===== src/rtl/fb_pkg.sv =====
// Shared types and constants for the double-buffered framebuffer writer.
package fb_pkg;

  localparam int unsigned H_RES     = 320;
  localparam int unsigned V_RES     = 180;
  localparam int unsigned FB_PIXELS = H_RES * V_RES;
  localparam logic [15:0] FB_LAST   = 16'(FB_PIXELS - 1);

  typedef enum logic [1:0] {
    DRAW,
    DRAIN,
    SWAP_WAIT,
    CLEAR
  } fb_state_t;

  typedef struct packed {
    logic [15:0] addr;
    logic [15:0] color;
  } fb_pixel_t;

  function automatic logic in_range(input logic [15:0] addr);
    return addr <= FB_LAST;
  endfunction

endpackage


===== src/rtl/fb_pixel_fifo.sv =====
// Synchronous pixel FIFO; a push while full is accepted when a pop happens in the same cycle.
module fb_pixel_fifo
  import fb_pkg::*;
#(
  parameter int DEPTH = 16
) (
  input  logic                       clk_in,
  input  logic                       rst_in,
  input  logic                       push_in,
  input  fb_pixel_t                  data_in,
  input  logic                       pop_in,
  output fb_pixel_t                  data_out,
  output logic                       full_out,
  output logic                       empty_out,
  output logic [$clog2(DEPTH):0]     count_out
);

  localparam int AW = $clog2(DEPTH);
  localparam int CW = AW + 1;

  fb_pixel_t     mem [DEPTH];
  logic [AW-1:0] wr_ptr_q, wr_ptr_d;
  logic [AW-1:0] rd_ptr_q, rd_ptr_d;
  logic [CW-1:0] count_q, count_d;
  logic          do_push, do_pop;

  assign full_out  = (count_q == CW'(DEPTH));
  assign empty_out = (count_q == '0);
  assign count_out = count_q;
  assign data_out  = mem[rd_ptr_q];

  assign do_pop  = pop_in && !empty_out;
  assign do_push = push_in && (!full_out || do_pop);

  // NOTE: every comb output gets a default first so no path leaves it unassigned (no latch).
  always_comb begin
    wr_ptr_d = wr_ptr_q;
    rd_ptr_d = rd_ptr_q;
    if (do_push) wr_ptr_d = wr_ptr_q + AW'(1);
    if (do_pop)  rd_ptr_d = rd_ptr_q + AW'(1);
    count_d = count_q + CW'(do_push) - CW'(do_pop);
  end

  // NOTE: flops use non-blocking assignments so all state updates see pre-edge values.
  always_ff @(posedge clk_in) begin
    if (rst_in) begin
      wr_ptr_q <= '0;
      rd_ptr_q <= '0;
      count_q  <= '0;
    end else begin
      wr_ptr_q <= wr_ptr_d;
      rd_ptr_q <= rd_ptr_d;
      count_q  <= count_d;
    end
  end

  // NOTE: storage is not reset; the pointers and count alone define which entries are valid.
  always_ff @(posedge clk_in) begin
    if (do_push) mem[wr_ptr_q] <= data_in;
  end

endmodule


===== src/rtl/framebuffer_writer.sv =====
// Commits pixel writes to a double-buffered framebuffer and swaps banks on vsync after frame_done.
// Optional back-bank clear sweep after each swap is enabled by defining FB_CLEAR_EN.
module framebuffer_writer
  import fb_pkg::*;
#(
  parameter int          FIFO_DEPTH  = 16,
  parameter logic [15:0] CLEAR_COLOR = 16'h0000
) (
  input  logic        clk_in,
  input  logic        rst_in,
  input  logic [15:0] addr_in,
  input  logic [15:0] color_in,
  input  logic        data_valid_in,
  input  logic        frame_done_in,
  input  logic        vsync_in,
  output logic        ready_out,
  output logic [16:0] fb_addr_out,
  output logic [15:0] fb_data_out,
  output logic        fb_we_out,
  output logic        front_bank_out,
  output logic        overflow_out,
  output logic [15:0] dropped_count_out
);

  localparam int CW = $clog2(FIFO_DEPTH) + 1;

  fb_state_t   state_q, state_d;
  logic        front_bank_q, front_bank_d;
`ifdef FB_CLEAR_EN
  logic [15:0] clr_cnt_q, clr_cnt_d;
`endif
  logic        fb_we_q, fb_we_d;
  logic [16:0] fb_addr_q, fb_addr_d;
  logic [15:0] fb_data_q, fb_data_d;
  logic        ready_q, ready_d;
  logic        overflow_q, overflow_d;
  logic [15:0] dropped_q, dropped_d;

  logic          push, pop, accepting, pix_ok;
  logic          fifo_full, fifo_empty;
  logic [CW-1:0] fifo_count, count_next;
  fb_pixel_t     fifo_head, pix_in;

  assign pix_in = '{addr: addr_in, color: color_in};

  fb_pixel_fifo #(.DEPTH(FIFO_DEPTH)) u_fifo (
    .clk_in    (clk_in),
    .rst_in    (rst_in),
    .push_in   (push),
    .data_in   (pix_in),
    .pop_in    (pop),
    .data_out  (fifo_head),
    .full_out  (fifo_full),
    .empty_out (fifo_empty),
    .count_out (fifo_count)
  );

  always_ff @(posedge clk_in) begin
    if (rst_in) begin
      state_q      <= DRAW;
      front_bank_q <= 1'b0;
`ifdef FB_CLEAR_EN
      clr_cnt_q    <= '0;
`endif
      fb_we_q      <= 1'b0;
      fb_addr_q    <= '0;
      fb_data_q    <= '0;
      ready_q      <= 1'b0;
      overflow_q   <= 1'b0;
      dropped_q    <= '0;
    end else begin
      state_q      <= state_d;
      front_bank_q <= front_bank_d;
`ifdef FB_CLEAR_EN
      clr_cnt_q    <= clr_cnt_d;
`endif
      fb_we_q      <= fb_we_d;
      fb_addr_q    <= fb_addr_d;
      fb_data_q    <= fb_data_d;
      ready_q      <= ready_d;
      overflow_q   <= overflow_d;
      dropped_q    <= dropped_d;
    end
  end

  always_comb begin
    state_d      = state_q;
    front_bank_d = front_bank_q;
`ifdef FB_CLEAR_EN
    clr_cnt_d    = clr_cnt_q;
`endif
    case (state_q)
      DRAW:      if (frame_done_in) state_d = DRAIN;
      DRAIN:     if (fifo_empty)    state_d = SWAP_WAIT;
      SWAP_WAIT: if (vsync_in) begin
        front_bank_d = ~front_bank_q;
`ifdef FB_CLEAR_EN
        state_d      = CLEAR;
        clr_cnt_d    = '0;
`else
        state_d      = DRAW;
`endif
      end
`ifdef FB_CLEAR_EN
      CLEAR: begin
        clr_cnt_d = clr_cnt_q + 16'd1;
        if (clr_cnt_q == FB_LAST) state_d = DRAW;
      end
`endif
      default: state_d = DRAW;
    endcase
  end

  always_comb begin
    accepting = (state_q != DRAIN);
    pix_ok    = data_valid_in && accepting && in_range(addr_in);
    pop       = ((state_q == DRAW) || (state_q == DRAIN)) && !fifo_empty;
    push      = pix_ok && (!fifo_full || pop);

    overflow_d = overflow_q | (pix_ok && fifo_full && !pop);
    dropped_d  = dropped_q;
    if (data_valid_in && !push && (dropped_q != 16'hFFFF)) dropped_d = dropped_q + 16'd1;

    // ready reflects the state and occupancy the next cycle will actually have
    count_next = fifo_count + CW'(push) - CW'(pop);
    ready_d    = (state_d != DRAIN) && (count_next != CW'(FIFO_DEPTH));

    fb_we_d   = pop;
    fb_addr_d = pop ? {~front_bank_q, fifo_head.addr} : '0;
    fb_data_d = pop ? fifo_head.color : CLEAR_COLOR;
`ifdef FB_CLEAR_EN
    if (state_q == CLEAR) begin
      fb_we_d   = 1'b1;
      fb_addr_d = {~front_bank_q, clr_cnt_q};
      fb_data_d = CLEAR_COLOR;
    end
`endif
  end

  assign ready_out         = ready_q;
  assign fb_we_out         = fb_we_q;
  assign fb_addr_out       = fb_addr_q;
  assign fb_data_out       = fb_data_q;
  assign front_bank_out    = front_bank_q;
  assign overflow_out      = overflow_q;
  assign dropped_count_out = dropped_q;

endmodule


===== config.mk =====
export PLATFORM = sky130hd
export DESIGN_NAME = framebuffer_writer
export DESIGN_NICKNAME = d
export VERILOG_FILES = /design/src/rtl/fb_pkg.sv /design/src/rtl/fb_pixel_fifo.sv /design/src/rtl/framebuffer_writer.sv
export SDC_FILE = /design/constraint.sdc
export NUM_CORES = 1
export LEC_CHECK = 0
export CAP_MARGIN = 30
export CORE_UTILIZATION = 50
export DETAILED_ROUTE_END_ITERATION = 6
export PLACE_DENSITY_LB_ADDON = 0.08
export SYNTH_ARGS = -nofsm -noshare
export SYNTH_HDL_FRONTEND = slang
export SYNTH_HIERARCHICAL = 1
export SYNTH_SLANG_ARGS = --single-unit

===== constraint.sdc =====
create_clock -name clk_in -period 6.87 [get_ports clk_in]
set_input_delay 0.687 -clock clk_in [delete_from_list [all_inputs] [get_ports clk_in]]
set_output_delay 0.687 -clock clk_in [all_outputs]
set_load 0.005 [all_outputs]

# [Word level (Yosys, flattened, before mapping)]
# Memory sizes are Yosys's and may differ from the RTL's. A register that Yosys moved wholly into a read port is not among the register bits.
# Index checks and enable logic that the tools add are counted.
[totals] regBits=52 mem_count=1 output_inout_bits=53 ramBits=512 inputBits=37
[op_classes] n_lt_le_gt_ge=1 n_reduce_logical=22 bitwise_logic=3 muxes=6 add_sub_neg=7 eq_ne=7
[mem_list] name="u_fifo.mem" depth=16 width=32 rd=1 rd_clocked_by_memory_dff=1 wr=1 line="fb_pixel_fifo.sv:21" rtl="fb_pixel_t mem [DEPTH];"
[op_table] operator="adder 16 x 1 -> 16 bit (second input constant)" count=1
[op_table] operator="<= comparator 16 bit (second input constant)" count=1
[op_table] operator="inequality test 16 bit (second input constant)" count=1
[op_table] operator="logical AND 1 bit" count=11
[op_table] operator="adder 5 x 1 -> 5 bit" count=2
[op_table] operator="subtractor 5 x 1 -> 5 bit" count=2
[op_table] operator="adder 4 x 1 -> 4 bit (second input constant)" count=2
[op_table] operator="two-way mux 2 bit" count=3
[op_table] operator="case mux 2 bit (3 select lines)" count=1
[op_table] operator="== test 5 bit (second input constant)" count=1
[op_table] operator="logical NOT 5 bit" count=1
[op_table] operator="inequality test 5 bit (second input constant)" count=1
[op_table] operator="logical NOT 1 bit" count=4
[op_table] operator="inequality test 2 x 1 -> 1 bit (second input constant)" count=2
[op_table] operator="logical OR 1 bit" count=3
[op_table] operator="== test 2 x 1 -> 1 bit (second input constant)" count=1
[op_table] operator="== test 2 bit (second input constant)" count=1
[op_table] operator="logical NOT 2 bit" count=1
[op_table] operator="two-way mux 1 bit" count=2
[op_table] operator="inverter 1 bit" count=2
[op_table] operator="AND reduction 2 bit" count=1
[op_table] operator="OR reduction 2 bit" count=1
[op_table] operator="OR 1 bit" count=1

# [Longest topological paths before layout]
# Gate-level depths: netlist of the first run.
[logic_depth] ltp_word=9 ltp_mapped=17

# [Cells and area by module]
# The synthesis of the first run kept the hierarchy.
[by_module_without_submodules] module="fb_pixel_fifo" area_per_inst_um2=20028.0 seq_area_each_um2=15715.1 cells_per_inst=894 n_inst=1
[by_module_without_submodules] module="framebuffer_writer" area_per_inst_um2=2124.5 seq_area_each_um2=1101.1 cells_per_inst=216 n_inst=1

# [Worst setup path after synthesis of the first run]
# No wires, ideal clock.
[synth_path] path_kind="reg-to-reg" from="register u_fifo.count_q[3] (netlist: u_fifo/count_out[3])" to="memory u_fifo/mem[4][0] (netlist bit), enable pin" synth_period_minus_slack_ns=4.737 setup_time_ns=0.461 t_arrival_ns=4.276 slack_ns=2.133 stages_incl_launch_ff=11 required_time_ns=6.409 cell_sequence="dfxtp_1 -> inv_1 -> ha_1 -> or4b_2 -> inv_1 -> nor2_1 -> nor2b_1 -> nor2_1 -> o21ai_0 -> buf_4 -> nor3_1"
[synth_via] elab_chain_cells=8 word_cells_on_any_way=12 cone_classes="1 x eq/ne; 2 x mux; 9 x reduce/logical"
[synth_lines] element="start, declared" line="fb_pixel_fifo.sv:24" rtl="logic [CW-1:0] count_q, count_d;"
[synth_lines] element="start signal, assigned" line="fb_pixel_fifo.sv:53" rtl="count_q <= count_d;"
[synth_lines] element="logical NOT 5 bit" line="fb_pixel_fifo.sv:28" rtl="assign empty_out = (count_q == '0);"
[synth_lines] element="named net fifo_empty" line="framebuffer_writer.sv:40" rtl="logic fifo_full, fifo_empty;"
[synth_lines] element="logical NOT 1 bit" line="framebuffer_writer.sv:117" rtl="pop = ((state_q == DRAW) || (state_q == DRAIN)) && !fifo_empty;"
[synth_lines] element="logical AND 1 bit" line="framebuffer_writer.sv:117"
[synth_lines] element="named net fb_we_d" line="framebuffer_writer.sv:32" rtl="logic fb_we_q, fb_we_d;"
[synth_lines] element="logical OR 1 bit" line="framebuffer_writer.sv:118" rtl="push = pix_ok && (!fifo_full || pop);"
[synth_lines] element="logical AND 1 bit" line="framebuffer_writer.sv:118"
[synth_lines] element="named net push" line="framebuffer_writer.sv:39" rtl="logic push, pop, accepting, pix_ok;"
[synth_lines] element="logical AND 1 bit" line="fb_pixel_fifo.sv:33" rtl="assign do_push = push_in && (!full_out || do_pop);"
[synth_lines] element="two-way mux 1 bit" line="fb_pixel_fifo.sv:59" rtl="if (do_push) mem[wr_ptr_q] <= data_in;"
[synth_lines] element="two-way mux 1 bit (not written as such)" line="fb_pixel_fifo.sv:59"
[synth_lines] element="end, declared" line="fb_pixel_fifo.sv:21"
# The timed path passes the listed nets, and every way through them passes these cells.

# [Worst setup path in the final report of the first run]
[layout_path] from="register u_fifo.count_q[3] (netlist: u_fifo/count_out[3])" to="register u_fifo.count_q[4] (netlist: u_fifo/count_out[4])"
[layout_via] elab_chain_cells=8 word_cells_on_any_way=12 cone_classes="2 x add/sub; 1 x eq/ne; 9 x reduce/logical"
[layout_lines] element="logical NOT 5 bit" line="fb_pixel_fifo.sv:28"
[layout_lines] element="named net fifo_empty" line="framebuffer_writer.sv:40"
[layout_lines] element="logical NOT 1 bit" line="framebuffer_writer.sv:117"
[layout_lines] element="logical AND 1 bit" line="framebuffer_writer.sv:117"
[layout_lines] element="named net fb_we_d" line="framebuffer_writer.sv:32"
[layout_lines] element="logical OR 1 bit" line="framebuffer_writer.sv:118"
[layout_lines] element="logical AND 1 bit" line="framebuffer_writer.sv:118"
[layout_lines] element="named net push" line="framebuffer_writer.sv:39"
[layout_lines] element="logical AND 1 bit" line="fb_pixel_fifo.sv:33"
[layout_lines] element="adder 5 x 1 -> 5 bit" line="fb_pixel_fifo.sv:41" rtl="count_d = count_q + CW'(do_push) - CW'(do_pop);"
[layout_lines] element="subtractor 5 x 1 -> 5 bit" line="fb_pixel_fifo.sv:41"
# The timed path passes the listed nets, and every way through them passes these cells.
# A chain may end at the register's enable or synchronous reset.

==> results of run 1 <==
==> final cells by class <==
type	instances	area, um^2
Fill cell	3209	17500
Timing Repair Buffer	115	1210
Sequential cell	584	16800
Inverter	18	67.6
Multi-Input combinational cell	453	5090
Tap cell	585	732
Clock inverter	24	236
Clock buffer	87	1680
==> logic make-up after synthesis <==
logic type	share of synthesized area, %
compound gates	3.45
buf+inv	1.55
mux	13.2
xor+xnor	0.593
flops	75.9
fa+ha+maj	1.14
simple gates	4.20
==> metrics by stage <==
stage,utilization (%),power [uW],cell area [um^2],instances
floorplan,-,5630,22200,1110
global placement,54.8,6250,23700,1746
detailed placement,54.9,6260,23800,1750
CTS,59.4,9420,25700,1861
global route,59.6,9730,25800,1866
finish,59.6,9310,25800,1866
==> power by group <==
group | internal [uW] | total (uW) | leakage, uW | switching (uW)
registers | 4050 | 4200 | 0.00521 | 153
logic | 1050 | 1950 | 0.00208 | 906
clock network | 1850 | 3160 | 0.000929 | 1310
total | 6940 | 9310 | 0.00822 | 2370
==> synth_stat cells, types with 7 or more instances <==
library cell,n
nor2_1,32
a22oi_1,64
o21ai_1,8
and3_1,7
ha_1,17
nand3_1,14
clkbuf_1,26
buf_1,9
buf_4,10
dfxtp_1,72
a21oi_1,20
xor2_1,10
inv_1,18
buf_2,8
nand2_1,44
mux4_2,128
nor2b_1,8
edfxtp_1,512
or3_1,11
and2_1,37
nor3_1,9
==> flip-flops by register name, indices dropped and copies added, names as in the netlist, named ones only <==
signal,flops
u_fifo/count_out,5
fb_addr_out,17
u_fifo/wr_ptr_q,4
fb_data_out,16
state_q,2
front_bank_out,1
ready_out,1
overflow_out,1
u_fifo/rd_ptr_q,4
dropped_count_out,16
fb_we_out,1
u_fifo/mem,512
==> worst register-to-register path: stages, from the launching register on <==
cell,delay (ns)
dfxtp_1,0.35
inv_1,0.09
ha_1,0.15
or4b_2,0.67
inv_1,0.16
nor2_1,0.15
nor2b_1,0.37
nor2_1,0.18
o21ai_2,0.14
ha_1,0.17
inv_1,0.04
ha_1,0.20
fa_1,0.40
a21oi_1,0.14
nor2_1,0.06
or3_1,0.34
a21oi_1,0.13
==> how the worst max path moves through the flow <==
stage | start | slack (ns) | depth (start not counted) | to
finish | u_fifo/count_out[3]$_SDFF_PP0_ | 3.07 | 16 | u_fifo/count_out[4]$_SDFF_PP0_
CTS | u_fifo/count_out[3]$_SDFF_PP0_ | 2.64 | 16 | u_fifo/count_out[4]$_SDFF_PP0_
detailed placement | addr_in[15] | 2.28 | 15 | u_fifo/count_out[4]$_SDFF_PP0_
floorplan | u_fifo/count_out[3]$_SDFF_PP0_ | 2.13 | 10 | u_fifo/mem[4][0]$_DFFE_PP_
global route | u_fifo/count_out[2]$_SDFF_PP0_ | 2.63 | 16 | u_fifo/count_out[4]$_SDFF_PP0_
global placement | addr_in[12] | 2.31 | 15 | u_fifo/count_out[4]$_SDFF_PP0_
==> metal layers <==
layer,vias to the layer above,GRT usage (%),part of all wire [%]
met4,0,5.83,1.9
met5,-,0,0
met2,268,33.6,48
li1,4760,-,-
met3,65,3.65,4.8
met1,5692,30.4,45
==> impl_metrics.json, run 1 <==
{
  "hp-start": "overflow_out$_SDFF_PP0_",
  "yosys-top-cells-area": "edfxtp_1 69%, mux4_2 13%, dfxtp_1 6.5%",
  "grt-ovfl-total": 0,
  "cts_resized": 0,
  "synth_top_area_cell": "edfxtp_1",
  "worst_clock_skew_ns": 0.0183,
  "postRouteAntennaNets": 0,
  "postSynthCellCount": 1110,
  "grt_max_degree": 105,
  "drtIter0Drc": 855,
  "clockBufferDepth": 3,
  "port_buffers": 89,
  "final_nets": 1287,
  "hold_viol": 0,
  "antenna_found_initial": 1,
  "die_w_um": 212,
  "maxCapViolCount": 0,
  "r2r-end": "u_fifo/count_out[4]$_SDFF_PP0_",
  "required_ns": 7.41,
  "slew_headroom_pct": 36.6,
  "synth-seq-cells": 584,
  "yosys_warnings": 6,
  "initial_utilization_pct": 51.1,
  "cp_max_fo": 9,
  "cp.arrival_ns": 4.34,
  "crit_buf_inv": 3,
  "worst_pin_slew_ns": 0.949,
  "layout_common_cells": "512 x edfxtp_1, 128 x mux4_2, 89 x clkdlybuf4s50_1",
  "die_area_um2": 45100,
  "wirelength_mm": 45.5,
  "dpl.hpwl_mm": 25.1,
  "cts_htree_levels": 2,
  "worstHoldPathType": "reg2reg",
  "setup_ws_ns": 3.07,
  "critPathMaxStageDelay_ns": 0.67,
  "area_growth_syn_to_layout_pct": 16.7,
  "vias_per_cell": 5.78,
  "layout-drive-gt1-share_pct": 21.2,
  "fmax_ghz": 0.263,
  "drcViolationCount": 0,
  "rsz0062_at_grt": "false",
  "cts.sinks": 584,
  "ctsHoldBuffers": 0,
  "path_clk_slew_ns": 0.06,
  "wl_per_cell_um": 24.4,
  "holdPathEnd": "overflow_out$_SDFF_PP0_",
  "grt_use_total_pct": 21.2,
  "reg2regPathDepth": 16,
  "post-route-period-util_pct": 55.3,
  "max-vdd-ir-drop_mv": 0.256,
  "firstDrtPassIters": 5,
  "synth_enable_flop_cells": 512,
  "final_common_cell": "edfxtp_1",
  "pin_count": 90,
  "whs_ns": 0.494,
  "synth_area_um2": 22200,
  "worstSetupPathType": "reg2reg",
  "setup_tns_ns": 0,
  "design.core.area_um2": 43400,
  "syn_area_per_cell_um2": 20.0,
  "p_per_area_nw_per_um2": 360,
  "ys_seq_area_share_pct": 75.9,
  "synth.distinct_cells": 44,
  "grt_pass1_wl_mm": 69.2,
  "post_cts_buffers": 0,
  "start_kind": "flip-flop",
  "yosys_most_used_dff": "edfxtp_1",
  "end_kind": "flip-flop",
  "insertion_delay_ns": 0.61,
  "status": "finished clean",
  "antenna-diode-count": 0,
  "yosys.area.top_type_share_pct": 69.4,
  "critical_path.cell_chain": "inv_1 -> ha_1 -> or4b_2 -> inv_1 -> nor2_1 -> nor2b_1 -> nor2_1 -> o21ai_2 -> ha_1 -> inv_1 -> ha_1 -> fa_1 -> a21oi_1 -> nor2_1 -> or3_1 -> a21oi_1",
  "setup_viol": 0,
  "grt_pass1_vias": 11200,
  "period_minus_slack_ns": 3.80,
  "p_leak_uw": 0.00822,
  "synth_nets": 1166,
  "die_y_um": 212,
  "reg2reg_slack_ns": 3.07,
  "cts_inserted_buffers": 59,
  "hold_depth": 2,
  "gp_congestion": 0.728,
  "rr_startpoint": "u_fifo/count_out[3]$_SDFF_PP0_",
  "finalMaxSlewViolations": 0,
  "via_count": 10800,
  "async_reset_ff_share_pct": 0,
  "cts_tree": "done",
  "cp_slowest_cell": "or4b_2",
  "root_buffer": "clkbuf_16",
  "rows": 76,
  "critical_path.top_delay_family": "simple AND/OR/NAND/NOR gates",
  "pre_cts_ws_ns": 2.28
}
Power figures use the tool's default switching activity.
==> run 2, diff against run 1 <==
clock period = 3.95 ns   (was 6.87 ns; I/O delays follow)
==> run 2 against run 1 <==
Compared with the run above: maximum frequency up 7.1%; flip-flop and latch count did not move; via count increased by 0.25%.
==> impl_metrics.json, run 2 (synthesis results as in run 1) <==
{
  "share_seq_of_total_power_pct": 45.7,
  "cts_htree_levels": 2,
  "grt_max_degree": 63,
  "reg2reg_slack_ns": 0.40,
  "critical_path.cell_chain": "inv_1 -> ha_1 -> or4b_2 -> inv_1 -> nor2_1 -> nor2b_1 -> nor2_1 -> o21ai_2 -> ha_1 -> inv_1 -> ha_1 -> fa_1 -> a21oi_1 -> nor2_1 -> or3_1 -> a21oi_1",
  "die_w_um": 212,
  "layout_common_cells": "512 x edfxtp_1, 128 x mux4_2, 89 x clkdlybuf4s50_1",
  "r2r-end": "u_fifo/count_out[4]$_SDFF_PP0_",
  "root_buffer": "clkbuf_16",
  "drcViolationCount": 0,
  "layout-drive-gt1-share_pct": 22.0,
  "grt-ovfl-total": 0,
  "worstSetupPathType": "reg2reg",
  "status": "finished clean",
  "final_nets": 1306,
  "grt_pass1_wl_mm": 68.4,
  "p_sw_share_pct": 25.3,
  "ctsHoldBuffers": 0,
  "finalMaxSlewViolations": 0,
  "cp-endpoint": "u_fifo/count_out[4]$_SDFF_PP0_",
  "postRouteAntennaNets": 0,
  "design.core.area_um2": 43400,
  "worst_clock_skew_ns": 0.0124,
  "nFillCells": 3208,
  "p_per_area_nw_per_um2": 616,
  "largest_register_ffs": 512,
  "setup_tns_ns": 0,
  "crit_buf_inv": 3,
  "pin_count": 90,
  "firstDrtPassIters": 5,
  "met2_length_mm": 21.7,
  "via_count": 10800,
  "antenna-diode-count": 0,
  "drtIter0Drc": 796,
  "area_growth_syn_to_layout_pct": 17.1,
  "die_y_um": 212,
  "cts_resized": 0,
  "design_area_um2": 25900,
  "grt_pass1_vias": 11200,
  "met1_length_mm": 19.7,
  "dpl.hpwl_mm": 24.8,
  "pre_cts_ws_ns": 0.288,
  "rr_startpoint": "u_fifo/count_out[3]$_SDFF_PP0_",
  "rows": 76,
  "largest_register": "u_fifo/mem",
  "gp_congestion": 0.761,
  "place_area_um2": 24100,
  "max-vdd-ir-drop_mv": 0.427,
  "post_cts_buffers": 0,
  "setup_ws_ns": 0.401,
  "reg2regPathDepth": 16,
  "cp_max_fo": 9,
  "antenna_found_initial": 2,
  "cp_slowest_cell": "nor2_1",
  "path_clk_slew_ns": 0.06,
  "insertion_delay_ns": 0.60,
  "required_ns": 4.48,
  "cts_inserted_buffers": 58,
  "initial_utilization_pct": 51.1,
  "dr.max_layer_used": "met5",
  "p_sw_uw": 4040,
  "p_leak_uw": 0.00829,
  "grt_use_total_pct": 20.7,
  "rsz0062_at_grt": "false",
  "cts.sinks": 584,
  "critPathMaxStageDelay_ns": 0.42,
  "cts_tree": "done",
  "setup_viol": 0,
  "post-route-period-util_pct": 89.9,
  "port_buffers": 89,
  "start_kind": "flip-flop",
  "p_int_uw": 11900,
  "cp.arrival_ns": 4.08,
  "end_kind": "flip-flop",
  "final_common_cell": "edfxtp_1",
  "dr_wl_met3_mm": 2.43,
  "critical_path.top_delay_family": "simple AND/OR/NAND/NOR gates",
  "wl_per_cell_um": 23.7,
  "worstHoldPathType": "in2reg",
  "die_area_um2": 45100,
  "crit_path_start": "u_fifo/count_out[3]$_SDFF_PP0_",
  "vias_per_cell": 5.74,
  "postLayoutCoreUtil_pct": 59.8,
  "combPwrFrac_pct": 21.6,
  "maxCapViolCount": 0,
  "slew_headroom_pct": 38.0,
  "worst_pin_slew_ns": 0.928,
  "fmax_ghz": 0.282,
  "period_minus_slack_ns": 3.55,
  "hold_viol": 0,
  "p_clk_share_pct": 32.7,
  "wirelength_mm": 44.7,
  "total_power_uw": 16000,
  "clockBufferDepth": 3,
  "cp_num_cells": 16
}
## run 2: area by class of cell
type / count / area (um^2) / area share [%]
multi-input combinational: 453 / 5090 / 19.6
clock inverter: 28 / 213 / 0.820
inverter: 18 / 67.6 / 0.260
sequential: 584 / 16800 / 64.9
tap: 585 / 732 / 2.82
timing repair buffer: 135 / 1410 / 5.44
clock buffer: 80 / 1610 / 6.19
## run 2: stage by stage
stage	std cells	hold slack, ns
floorplan	1110	0.455
finish	1883	0.478
CTS	1882	0.446
global placement	1774	0.476
global route	1883	0.472
detailed placement	1774	0.487
## run 2: layer usage
metal | global-route usage (%) | vias to the layer above
met2 | 32.9 | 262
met5 | 0 | -
met4 | 5.01 | 4
li1 | - | 4796
met3 | 3.97 | 75
met1 | 29.8 | 5675
## run 2: worst min-delay path by stage
| stage | start | to | slack, ns | depth (start not counted) |
|---|---|---|---|---|
| 2_1_floorplan | u_fifo/rd_ptr_q[1]$_SDFFE_PP0P_ | flip-flop | 0.46 | 2 |
| 3_3_place_gp | overflow_out$_SDFF_PP0_ | overflow_out$_SDFF_PP0_ | 0.48 | 2 |
| 3_5_place_dp | front_bank_out$_SDFFE_PP0P_ | fb_addr_out[16]$_SDFF_PP0_ | 0.49 | 1 |
| 4_1_cts | addr_in[10] | u_fifo/mem[12][26]$_DFFE_PP_ | 0.45 | 1 |
| 5_1_grt | addr_in[10] | u_fifo/mem[12][26]$_DFFE_PP_ | 0.47 | 1 |
| 6_report | addr_in[10] | u_fifo/mem[12][26]$_DFFE_PP_ | 0.48 | 1 |
## run 2: power groups by stage
stage          logic [uW]  clock network [uW]  registers, uW
2_1_floorplan        2510                   0           7280
3_3_place_gp         3520                   0           7430
3_5_place_dp         3520                   0           7430
4_1_cts              3540                5360           7310
5_1_grt              3800                5610           7340
6_report             3460                5220           7290
==> run 3, diff against run 2 <==
CORE_MARGIN = 2   (was not set)
==> run 3 against run 2 <==
Compared with the run above: maximum frequency up 2.7%; register-to-register slack better by 0.09 ns; cell count up 0.80%; hold slack better by 0.025 ns; combinational power up 1%; flip-flop and latch count unchanged; first-iteration DRC count up 36%; critical path type unchanged.
==> impl_metrics.json, run 3 (synthesis results as in run 1) <==
{
  "place_inst": 1792,
  "die_y_um": 214,
  "final_nets": 1315,
  "path_clk_slew_ns": 0.06,
  "start_kind": "flip-flop",
  "status": "finished clean",
  "fmax_ghz": 0.290,
  "end_kind": "flip-flop",
  "cts_htree_levels": 2,
  "finalMaxSlewViolations": 0,
  "dpl.hpwl_mm": 25.7,
  "postRouteAntennaNets": 0,
  "pin_count": 90,
  "multi_input_area_um2": 5090,
  "worstSetupPathType": "reg2reg",
  "grt_use_total_pct": 20.5,
  "slew_headroom_pct": 31.6,
  "worstHoldPathType": "reg2reg",
  "cts_inserted_buffers": 57,
  "worst_pin_slew_ns": 1.03,
  "final_common_cell": "edfxtp_1",
  "p_per_area_nw_per_um2": 617,
  "largest_register": "u_fifo/mem",
  "nFillCells": 3347,
  "root_buffer": "clkbuf_16",
  "drcViolationCount": 0,
  "finalNonFillerCells": 1898,
  "rsz0062_at_grt": "false",
  "cts.sinks": 584,
  "rows": 77,
  "insertion_delay_ns": 0.60,
  "regArea_um2": 16800,
  "period_minus_slack_ns": 3.45,
  "cp_max_fo": 9,
  "crit_path_start": "u_fifo/count_out[3]$_SDFF_PP0_",
  "post-route-period-util_pct": 87.4,
  "cp.arrival_ns": 3.97,
  "drtIter0Drc": 1085,
  "via_count": 10900,
  "grt_pass1_wl_mm": 70.4,
  "design.core.area_um2": 43900,
  "post_cts_buffers": 0,
  "largest_register_ffs": 512,
  "antenna-diode-count": 0,
  "setup_ws_ns": 0.496,
  "antenna_found_initial": 0,
  "p_leak_uw": 0.00830,
  "layout_common_cells": "512 x edfxtp_1, 128 x mux4_2, 89 x clkdlybuf4s50_1",
  "max-vdd-ir-drop_mv": 0.443,
  "cts_tree": "done",
  "clockBufferDepth": 3,
  "worst_clock_skew_ns": 0.0117,
  "port_buffers": 89,
  "maxCapViolCount": 0,
  "setup_viol": 0,
  "die_area_um2": 46000,
  "layout-drive-gt1-share_pct": 21.9,
  "wirelength_mm": 45.6,
  "grt-ovfl-total": 0,
  "initial_utilization_pct": 50.4,
  "wl_per_cell_um": 24.0,
  "hold_viol": 0,
  "grt_pass1_vias": 11300,
  "required_ns": 4.46,
  "vias_per_cell": 5.72,
  "hp-start": "u_fifo/rd_ptr_q[1]$_SDFFE_PP0P_",
  "gp_congestion": 0.697,
  "firstDrtPassIters": 5,
  "die_w_um": 214,
  "grt_max_degree": 53,
  "rr_startpoint": "u_fifo/count_out[3]$_SDFF_PP0_",
  "area_growth_syn_to_layout_pct": 17.0,
  "pre_cts_ws_ns": 0.347
}
## run 3: cell count changes in the layout (fill, tap and decap cells not counted), moves of 5 or more
cell and change:
buf_4 +17, clkinv_2 -10, clkinv_1 -5, buf_12 -7, clkbuf_1 +14
## run 3: layer usage
layer	track usage [%]	vias to the layer above	routed length [um]
met4	5.51	0	756
met5	0	-	0
met2	32.8	268	22100
met3	3.28	58	2170
met1	29.7	5699	20600
li1	-	4825	-
## run 3: report_power, final
group	leakage, uW	internal [uW]	switching [uW]	total, uW
Clock	0.000865	3070	2170	5240
Combinational	0.00222	1860	1640	3510
Sequential	0.00521	7040	201	7240
## run 3: timing repair
action | 4_1_cts | 5_1_grt
resized for setup | 0 | 1
hold buffers | 0 | 0
setup endpoints to repair | 0 | 1
## run 3: stage by stage
step / utilization [%] / hold slack [ns] / instance area, um^2 / setup TNS (ns) / power (uW)
finish: 59.0 / 0.503 / 25900 / 0 / 16000
global route: 59.0 / 0.527 / 25900 / 0 / 16800
CTS: 59.0 / 0.464 / 25900 / 0 / 16200
detailed placement: 54.9 / 0.487 / 24100 / 0 / 10900
global placement: 54.9 / 0.501 / 24100 / 0 / 10900
floorplan: - / 0.455 / 22200 / -75.58 / 9790
## run 3: critical path, cell delays in order, from the launching register on
cell and delay (ns):
dfxtp_1 0.34, inv_1 0.08, ha_1 0.16, or4b_2 0.68, inv_1 0.18, nor2_2 0.12
nor2b_1 0.17, nor2_1 0.09, o21ai_2 0.08, ha_1 0.15, inv_1 0.04, ha_1 0.20
fa_1 0.40, a21oi_1 0.14, nor2_1 0.06, or3_1 0.34, a21oi_1 0.15
## run 3: final timing paths
check	cells past startpoint	to	slack [ns]
setup / recovery	16	u_fifo/count_out[4]$_SDFF_PP0_	0.50
hold / removal	2	flip-flop	0.50
setup reg to reg	16	u_fifo/count_out[4]$_SDFF_PP0_	0.50
hold reg to reg	2	flip-flop	0.50
## run 3: final cells by class
cell class	count	share of cell area, %
multi-input combinational	453	19.6
clock buffer	93	6.30
timing repair buffer	145	5.40
clock inverter	13	0.666
sequential	584	64.9
inverter	18	0.261
tap	592	2.86
